==> src/rtl/riscv_pkg.sv <==
// riscv_pkg: shared fetch-state encoding and instruction/PC constants
package riscv_pkg;
    typedef enum logic [1:0] {BOOT, RUN, HOLD, TRAP} fetch_state_t;
    localparam logic [31:0] NOP_INSTR = 32'h0000_0013;
    localparam logic [31:0] PC_INCR   = 32'd4;
endpackage

==> src/rtl/fetch_unit.sv <==
// fetch_unit: single-issue instruction fetch with stall hold and redirect; FETCH_MISALIGN_TRAP_EN enables the misaligned-redirect trap
import riscv_pkg::*;
module fetch_unit #(
    parameter logic [31:0] RESET_PC = 32'h0000_0000
) (
    input  logic        clk,
    input  logic        rst,
    output logic [31:2] i_addr,
    input  logic [31:0] i_rdata,
    input  logic        stall,
    input  logic        redirect_valid,
    input  logic [31:0] redirect_pc,
    output logic        f_valid,
    output logic [31:0] f_pc,
    output logic [31:0] f_instr,
    output logic        fetch_exc
);
    fetch_state_t r_state, w_state_nxt;
    logic [31:0] r_fpc, w_fpc_nxt, r_hold, w_hold_nxt, w_pc_inc, w_redir_pc;
    logic r_exc, w_exc_nxt, w_misalign;
`ifdef FETCH_MISALIGN_TRAP_EN
    assign w_misalign = |redirect_pc[1:0];
`else
    assign w_misalign = 1'b0;
`endif
    assign w_pc_inc   = r_fpc + PC_INCR;
    assign w_redir_pc = w_misalign ? redirect_pc : (redirect_pc & ~32'h3);
    // state register, presented PC, hold buffer and sticky trap flag
    always_ff @(posedge clk) begin
        if (rst) begin
            r_state <= BOOT;
            r_fpc   <= RESET_PC;
            r_hold  <= NOP_INSTR;
            r_exc   <= 1'b0;
        end else begin
            r_state <= w_state_nxt;
            r_fpc   <= w_fpc_nxt;
            r_hold  <= w_hold_nxt;
            r_exc   <= w_exc_nxt;
        end
    end
    // next state: redirect wins over stall; the PC only advances when the consumer takes an instruction
    always_comb begin
        w_state_nxt = r_state;
        w_fpc_nxt   = r_fpc;
        w_hold_nxt  = r_hold;
        w_exc_nxt   = r_exc;
        if (redirect_valid) begin
            w_state_nxt = w_misalign ? TRAP : RUN;
            w_fpc_nxt   = w_redir_pc;
            w_hold_nxt  = NOP_INSTR;
            w_exc_nxt   = w_misalign;
        end else begin
            case (r_state)
                BOOT: begin
                    w_state_nxt = RUN;
                    w_fpc_nxt   = RESET_PC;
                end
                RUN: begin
                    w_state_nxt = stall ? HOLD : RUN;
                    w_fpc_nxt   = stall ? r_fpc : w_pc_inc;
                    w_hold_nxt  = stall ? i_rdata : r_hold;
                end
                HOLD: begin
                    w_state_nxt = stall ? HOLD : RUN;
                    w_fpc_nxt   = stall ? r_fpc : w_pc_inc;
                end
                TRAP: w_state_nxt = TRAP;
                default: w_state_nxt = BOOT;
            endcase
        end
    end
    // outputs: reset values while rst is high, a bubble on redirect, otherwise the fetched or held word
    always_comb begin
        i_addr    = RESET_PC[31:2];
        f_valid   = 1'b0;
        f_pc      = RESET_PC;
        f_instr   = NOP_INSTR;
        fetch_exc = 1'b0;
        if (!rst) begin
            f_pc      = r_fpc;
            fetch_exc = r_exc;
            if (redirect_valid) begin
                i_addr = redirect_pc[31:2];
            end else begin
                case (r_state)
                    RUN: begin
                        f_valid = 1'b1;
                        f_instr = i_rdata;
                        i_addr  = w_pc_inc[31:2];
                    end
                    HOLD: begin
                        f_valid = 1'b1;
                        f_instr = r_hold;
                        i_addr  = w_pc_inc[31:2];
                    end
                    TRAP: i_addr = r_fpc[31:2];
                    default: i_addr = RESET_PC[31:2];
                endcase
            end
        end
    end
endmodule

==> config.mk <==
export PLATFORM = sky130hd
export DESIGN_NAME = fetch_unit
export DESIGN_NICKNAME = d
export VERILOG_FILES = /design/src/rtl/riscv_pkg.sv /design/src/rtl/fetch_unit.sv
export SDC_FILE = /design/constraint.sdc
export NUM_CORES = 1
export LEC_CHECK = 0
export CAP_MARGIN = 20
export CORE_MARGIN = 2
export CORE_UTILIZATION = 50
export CTS_CLUSTER_DIAMETER = 30
export DETAILED_ROUTE_END_ITERATION = 10
export HOLD_SLACK_MARGIN = 0.05
export PLACE_DENSITY = 0.95
export SLEW_MARGIN = 10
export SYNTH_ARGS = -nofsm -noshare
export SYNTH_HDL_FRONTEND = slang
export SYNTH_SLANG_ARGS = --single-unit
==> constraint.sdc <==
create_clock -name clk -period 7.37 [get_ports clk]
set_clock_uncertainty 0.05 [all_clocks]
set_input_delay 1.474 -clock clk [delete_from_list [all_inputs] [get_ports clk]]
set_output_delay 1.474 -clock clk [all_outputs]
set_load 0.005 [all_outputs]
======== After elaboration in Yosys (flattened, before gate mapping) ========
Index checks and enable logic that the tools add are counted.
Widths: inputs -> output; s select.
word-level totals
  flip-flop bits (word level) ............. 66
  word-level logic and storage cells ...... 35
  input bits .............................. 68
  bits in latches ......................... 0
  RAM bits ................................ 0
  memory bits (read-only) ................. 0
  memories ................................ 0
cells by class
  reductions and logical operators ........ 8
  eq/ne operators ......................... 5
  bitwise operators ....................... 0
  muxes and demuxes ....................... 16
  shifts and indexed selects .............. 0
  multipliers ............................. 0
  order comparisons ....................... 0
  div/mod/pow operators ................... 0
  $add $sub $neg .......................... 1
operators by type and width
  kind                   count
  $mux 32                5
  $pmux 32 s2            2
  $mux 30                2
  $pmux 30 s2            1
  $add 32x3->32 const B  1
  $pmux 2 s3             1
  $reduce_and 2->1       3
  $eq 2x2->1 const B     2
  $mux 1                 4
  $reduce_or 2->1        2
  $ne 3x2->1 const B     1
  $reduce_bool 3->1      1
  $eq 2x1->1 const B     1
  $logic_not 2->1        1
  $mux 2                 1
  $ne 2x2->1 const B     1
  $reduce_bool 2->1      1

======== Depth between registers and ports, before layout ========
Gate-level depths: netlist (run 1).
  depth after elaboration ................. 5
  mapped depth ............................ 10
  gate-level depth less buffers ........... 7

======== Worst setup path before layout (run 1) ========
Ideal clock, no wire load.
  kind .................................... in2out
  start ................................... input port redirect_valid
  end ..................................... output port i_addr[17] (netlist name)
  data required time ...................... 5846 ps
  cell stages on the path ................. 6
  setup slack ............................. 3082 ps
  arrival time ............................ 2764 ps
  buffers on the path ..................... 2
  cells stage by stage .................... clkbuf_1 nor2_1 and2_0 clkbuf_1 o21ai_0 a31oi_1
between the ends
  longest elaborated chain between the ends .. 2
ends and longest elaborated chain
  item             RTL line          source
  start, declared  fetch_unit.sv:11  input logic redirect_valid,
  $mux 30          fetch_unit.sv:83  if (redirect_valid) begin
  $mux 30          fetch_unit.sv:80  if (!rst) begin
  end, declared    fetch_unit.sv:8   output logic [31:2] i_addr,
Every way passes these cells.

======== Worst setup path in the final report (run 1) ========
  start ................................... input port redirect_valid
  end ..................................... output port i_addr[19] (netlist name)
The elaborated chain is that of the path after synthesis.

==> results of run 1 <==
final cells by class:
cell class / instances / area, um2
multi-input combinational: 566 / 3210
tap: 129 / 161
sequential: 66 / 1320
inverter: 15 / 56.3
clock inverter: 7 / 61.3
timing repair buffer: 171 / 1690
clock buffer: 9 / 124
fill: 768 / 2700
metrics by stage:
step	setup slack, ns	instances	hold WS [ns]	utilization, %	total power [mW]
floorplan	3.08	717	0.387	-	0.514
global route	1.04	963	0.434	71.0	0.956
finish	1.02	963	0.412	71.0	0.920
global placement	1.41	945	0.392	68.7	0.611
CTS	1.25	961	0.408	70.7	0.912
detailed placement	1.33	945	0.397	68.7	0.619
logic make-up after synthesis:
family                     Yosys count
adders and majority gates            5
xor gates and xnor gates             5
and+or+nand+nor                    336
muxes                                7
other                                1
buffers and inverters               85
DFF                                 66
AOI/OAI and AO/OA                  212
cell usage after synthesis (4+ instances only):
| cell type | instances |
|---|---|
| a211oi_1 | 4 |
| a21o_1 | 7 |
| a21oi_1 | 76 |
| a22oi_1 | 33 |
| a31oi_1 | 16 |
| and2_1 | 7 |
| and3_1 | 10 |
| and4_1 | 5 |
| buf_1 | 6 |
| buf_2 | 5 |
| clkbuf_1 | 58 |
| dfxtp_1 | 66 |
| ha_1 | 5 |
| inv_1 | 14 |
| mux2i_1 | 6 |
| nand2_1 | 110 |
| nand2b_1 | 11 |
| nand3_1 | 18 |
| nand3b_1 | 4 |
| nand4_1 | 14 |
| nor2_1 | 71 |
| nor2b_1 | 23 |
| nor3_1 | 25 |
| nor3b_1 | 5 |
| nor4_1 | 10 |
| o211ai_1 | 6 |
| o21ai_0 | 32 |
| o311ai_0 | 4 |
| o31a_1 | 5 |
| o32ai_1 | 5 |
| or4_1 | 8 |
tightest hold or removal path: stages, from the launching register on:
cell	delay, ns
dfxtp_1	0.32
nand2_1	0.05
a21oi_1	0.05
sequential cells by signal, summed over array words and instances (netlist names):
register,count
r_state,2
r_hold,32
r_fpc,32
per-layer routing:
metal / global-route usage, % / vias up / routed length (um)
met2: 50.9 / 431 / 8220
met4: 14.1 / 0 / 629
met5: 0 / - / 0
met1: 41.3 / 2842 / 6780
met3: 7.05 / 73 / 1720
li1: - / 2818 / -
power by group:
group | leakage [nW] | internal (mW) | switching, mW
Clock | 0.0888 | 0.128 | 0.171
Sequential | 0.539 | 0.372 | 0.0238
Combinational | 1.63 | 0.109 | 0.116
Total | 2.25 | 0.610 | 0.310
layout by cell type (no fill, tap or decap), types with 10 or more instances in the layout:
master,instances
a21oi_1,76
a22oi_1,33
a31oi_1,16
and3_1,10
clkdlybuf4s50_1,159
dfxtp_1,66
inv_1,14
nand2_1,110
nand2b_1,11
nand3_1,18
nand4_1,14
nor2_1,71
nor2b_1,23
nor3_1,25
nor4_1,10
o21ai_0,32
how the worst max path moves through the flow:
stage / startpoint / to / cells past startpoint
global route: redirect_valid / i_addr[14] / 8
detailed placement: redirect_valid / i_addr[19] / 6
CTS: redirect_valid / i_addr[19] / 6
finish: redirect_valid / i_addr[19] / 6
global placement: redirect_valid / i_addr[19] / 6
floorplan: redirect_valid / i_addr[17] / 6
==> parameters.txt, run 1 <==
Parameter                              Value

Logic synthesis
  Number of flip-flops and latches in the synthesized netlist    66
  Synthesized area divided by synthesized cell count    6.77 um2
  Net Count, Synth    790
  Post-Synth XOR/XNOR Area    0.902%
  Share of the synthesized area in the top cell type    27.2%
  Combinational family with the most area after synthesis    simple AND/OR/NAND/NOR gates
  Sequential cell area fraction in the yosys report    27.2%
  Leading post-synthesis cells by cell area    dfxtp_1 (27%), nand2_1 (8.5%), a21oi_1 (7.8%)
  Synth area leader    dfxtp_1
  Simple-gate portion of the synthesized area    34.5%
  Post-synth ARST share    0%
  Compound-Gate Fraction of Synth Area    between 20% and 30%
  Mapped cell area    ~4900 um2
  Post-synthesis adder-cell area fraction    1.29%
  Prevailing post-synth register cell    dfxtp_1
  Count of flip-flops with a built-in enable after synthesis    0
  Share of cell area taken by muxes after synthesis    under 10%
  YS warnings    0
  Distinct cell type count of the synthesized netlist    58
  Number of instances in the synthesized netlist    717

Worst setup path
  CP max FO    14
  Required time worst endpoint    5.85 ns
  Largest stage delay, worst path    between 0.9 and 1 ns
  Arrival @ worst endpoint    4.82 ns
  Most used cell, CP    clkdlybuf4s50_1
  CP startpoint kind    input pin
  Cell breakdown of the critical path    clkdlybuf4s50_1 > nor2_1 > and2_0 > o311ai_0 > a21oi_1 > clkdlybuf4s50_1
  Depth of the worst register-to-register path    7
  Crit Reg-Reg Startpoint    r_state[1]
  Crit end category    output port
  Worst reg-to-reg setup slack    between 4 and 5 ns
  Crit path kind    input pin to output port
  FF-to-FF End    r_fpc[26]
  Slowest cell on the critical path    and2_0
  Number of buffer and inverter instances along the worst setup path    2
  Crit path max-delay family    simple AND/OR/NAND/NOR gates

Route
  Routed wire length    17400 um
  Router iterations before antenna repair    8
  Iteration-0 DRC count of the detailed router    857
  Number of vias per cell    6.40
  DRC errors left    0
  Count of vias placed by the detailed router    6164
  Antenna Violating Nets Remaining    0
  DR WL/cell    18.0 um

Clock tree
  Hold bufs inserted after CTS    0
  Clock insertion delay at the later pin of the skew report    0.36 ns
  Post-CTS setup repair buffer count    0
  Clock Tree Buf Depth    2
  Clock-pin slew of the registers on the worst-case setup and hold paths    0.08 ns
  CTS H-Tree Depth    3
  Post-CTS Resized    0
  Total CTS buffers    9
  Root buf cell    clkbuf_8
  CTS tree    built
  Num Clock Sinks    66

Global route
  Wire length of the first global-routing pass    26900 um
  Vias in the first global route    5658
  Antenna violations before repair    0
  GRT Residual Overflow    0
  Pin count of the biggest net entering global routing    52
  GRT Util Overall    31.8%

Pwr
  Leakage power    2.25 nW
  Total power density per cell area    between 100 and 150 nW/um2
  Max rail drop VDD    111 uV

STA
  Final setup violation count    0
  Max Fclk    0.158 GHz
  Hold Fails Final Rpt    0
  Min Tclk post-route    roughly 6.3 ns
  Period utilisation layout    86.1%
  Worst Tran Pin Value    between 1 and 1.5 ns
  Number of max-slew violations in the final report    0
  RSZ-0062 raised after global routing    false
  Setup total negative slack    0 ns
  Worst slew margin relative to its limit    26.8%

Min path
  Hold Path Class    flip-flop to flip-flop
  Hold-critical path depth    2
  Hold path startpoint    r_hold[28]
  Hold-critical path endpoint    r_hold[28]

Flow run
  Max-cap violations    0

Cells and area
  Post-route cell area    6630 um2
  Post-synthesis to final-layout area growth    36.5%
  Post-layout net count    902
  Share of final-layout standard cells stronger than drive strength 1    4.44%
  Number of diodes    0

Run status
  Result of the run    finished clean

Place
  Placer Congestion    around 0.95
  Detailed Place HPWL    between 10000 and 15000 um
  Number of buffers added on ports    160
  Placed Area    6410 um2

Die
  Row count    35
  Total die area    10500 um2
  I/O pin count    around 160
  Starting Density    52.0%
  Die extent in y    around 100 um
  Die X    103 um
  Area of the core    about 9300 um2
Note: power is estimated with default switching activity, not from simulation.
==> run 2: changes to the inputs <==
--- a/config.mk
+++ b/config.mk
@@ -5,13 +5,13 @@
 export SDC_FILE = /design/constraint.sdc
 export NUM_CORES = 1
 export LEC_CHECK = 0
-export CAP_MARGIN = 20
 export CORE_MARGIN = 2
 export CORE_UTILIZATION = 50
 export CTS_CLUSTER_DIAMETER = 30
 export DETAILED_ROUTE_END_ITERATION = 10
 export HOLD_SLACK_MARGIN = 0.05
-export PLACE_DENSITY = 0.95
+export PLACE_DENSITY_LB_ADDON = 0.05
+export SKIP_CTS_REPAIR_TIMING = 1
 export SLEW_MARGIN = 10
 export SYNTH_ARGS = -nofsm -noshare
 export SYNTH_HDL_FRONTEND = slang
==> parameters.txt, run 2 (synthesis results as in run 1) <==
Parameter                              Value

STA
  Min Tclk post-route    6.14 ns (was 6.35 ns)
  Number of max-slew violations in the final report    0 (unchanged)
  Worst slew margin relative to its limit    18.0% (was 26.8%)
  Worst Tran Pin Value    1.23 ns (was 1.10 ns)
  Worst setup slack after layout    1.23 ns (was 1.02 ns)
  RSZ-0062 raised after global routing    false (unchanged)
  Hold Fails Final Rpt    0 (unchanged)
  Final setup violation count    0 (unchanged)
  Setup total negative slack    0 ns (unchanged)
  Period utilisation layout    83.3% (was 86.1%)
  Max Fclk    0.163 GHz (was 0.158 GHz)

Route
  Routed wire length    16400 um (was 17400 um)
  Router iterations before antenna repair    6 (was 8)
  Antenna Violating Nets Remaining    0 (unchanged)
  Iteration-0 DRC count of the detailed router    578 (was 857)
  DRC errors left    0 (unchanged)
  Number of vias per cell    6.14 (was 6.40)
  Count of vias placed by the detailed router    5890 (was 6164)
  DR WL/cell    17.1 um (was 18.0 um)

Worst setup path
  Most used cell, CP    clkdlybuf4s50_1 (unchanged)
  Arrival @ worst endpoint    4.62 ns (was 4.82 ns)
  Crit path kind    input pin to output port (unchanged)
  Crit path max-delay family    simple AND/OR/NAND/NOR gates (unchanged)
  Number of buffer and inverter instances along the worst setup path    2 (unchanged)
  Required time worst endpoint    5.85 ns (about the same)
  Crit end category    output port (unchanged)
  Slowest cell on the critical path    and2_0 (unchanged)
  Cell breakdown of the critical path    clkdlybuf4s50_1 > nor2_1 > and2_0 > o311ai_0 > a21oi_1 > clkdlybuf4s50_1 (unchanged)
  CP max FO    17 (was 14)
  Worst reg-to-reg setup slack    4.07 ns (was 4.10 ns)
  Largest stage delay, worst path    0.83 ns (was 0.94 ns)
  CP startpoint kind    input pin (unchanged)

Die
  I/O pin count    164 (unchanged)
  Area of the core    9330 um2 (unchanged)
  Die extent in y    103 um (unchanged)
  Starting Density    52.0% (unchanged)
  Total die area    10500 um2 (unchanged)
  Die X    103 um (unchanged)
  Row count    35 (unchanged)

Cells and area
  Post-synthesis to final-layout area growth    36.2% (was 36.5%)
  Biggest registers after layout    r_fpc x32, r_hold x32, r_state x2 (unchanged)
  Share of final-layout standard cells stronger than drive strength 1    3.97% (was 4.44%)
  Number of diodes    0 (unchanged)
  Post-layout net count    899 (was 902)
  Most frequent cells in the layout    clkdlybuf4s50_1 (159), nand2_1 (110), a21oi_1 (76), nor2_1 (71), dfxtp_1 (66) (unchanged)
  Finished Layout Cells    960 (was 963)
  Leading cell type in the layout, fill and taps excluded    clkdlybuf4s50_1 (unchanged)

Global route
  GRT Util Overall    29.6% (was 31.8%)
  Pin count of the biggest net entering global routing    56 (was 52)
  Wire length of the first global-routing pass    25200 um (was 26900 um)
  GRT Residual Overflow    0 (unchanged)
  Antenna violations before repair    0 (unchanged)
  Vias in the first global route    5245 (was 5658)

Clock tree
  CTS tree    built (unchanged)
  Clock insertion delay at the later pin of the skew report    0.35 ns (was 0.36 ns)
  Num Clock Sinks    66 (unchanged)
  Clock Tree Buf Depth    2 (unchanged)
  Total CTS buffers    9 (unchanged)
  Clock-pin slew of the registers on the worst-case setup and hold paths    0.07 ns (was 0.08 ns)
  Root buf cell    clkbuf_8 (unchanged)
  CTS H-Tree Depth    3 (unchanged)

Place
  Detailed Place HPWL    11200 um (was 11800 um)
  Cell count after placement    944 (was 945)
  Number of buffers added on ports    160 (unchanged)
  Setup WS pre-CTS    1.29 ns (was 1.33 ns)
  Placer Congestion    0.926 (was 0.952)

Min path
  Hold Path Class    flip-flop to flip-flop (unchanged)

Pwr
  Max rail drop VDD    94.6 uV (was 111 uV)
  Leakage power    2.25 nW (about the same)
  Total power density per cell area    143 nW/um2 (was 139 nW/um2)

Run status
  Result of the run    finished clean (unchanged)

Flow run
  Max-cap violations    0 (unchanged)
==> run 2: cell types whose count changed in the layout (fill, tap and decap cells not counted) <==
cell,change
clkinv_4,-1
inv_6,-1
ha_2,-1
ha_1,+1
buf_4,-1
clkinvlp_4,-1
buf_8,-2
inv_8,-1
bufinv_16,+1
clkinv_2,+1
clkbuf_8,+2
==> run 2: path summary, 6_finish.rpt <==
path,startpoint,end,depth (start not counted)
hold reg to reg,r_hold[31],r_hold[31],2
hold / removal,r_hold[31],r_hold[31],2
setup / recovery,redirect_valid,i_addr[19],6
setup reg to reg,r_state[1],r_fpc[31],7
==> run 2: per-stage QoR <==
step	hold WS [ns]	util, %	power [mW]	cell area [um2]
global placement	0.392	68.6	0.612	6400
global route	0.418	70.9	0.985	6610
floorplan	0.387	-	0.514	4850
finish	0.410	70.9	0.948	6610
detailed placement	0.397	68.6	0.618	6400
CTS	0.408	70.9	0.946	6610
==> run 2: where the power goes <==
group	internal, mW	switching (mW)
registers	0.372	0.0231
clock network	0.177	0.156
logic	0.107	0.112
==> run 2: worst min-delay path, stage by stage, from the launching register on <==
cell,delay (ns)
dfxtp_1,0.31
nand2_1,0.05
a21oi_1,0.05
==> run 2: final cells by class <==
type,count,area [um2]
fillers,789,2720
clock buffers,11,151
well taps,129,161
clock inverters,5,60.1
inverters,15,56.3
repair buffers,168,1660
flip-flops and latches,66,1320
multi-input cells,566,3210
==> run 2: routing by layer <==
| layer | track usage, % | up-vias | share of wire, % |
|---|---|---|---|
| met5 | 0 | - | 0 |
| met1 | 41.8 | 2702 | 42 |
| met4 | 10.3 | 0 | 1.8 |
| met3 | 4.54 | 34 | 9.2 |
| li1 | - | 2808 | - |
| met2 | 46.2 | 346 | 47 |
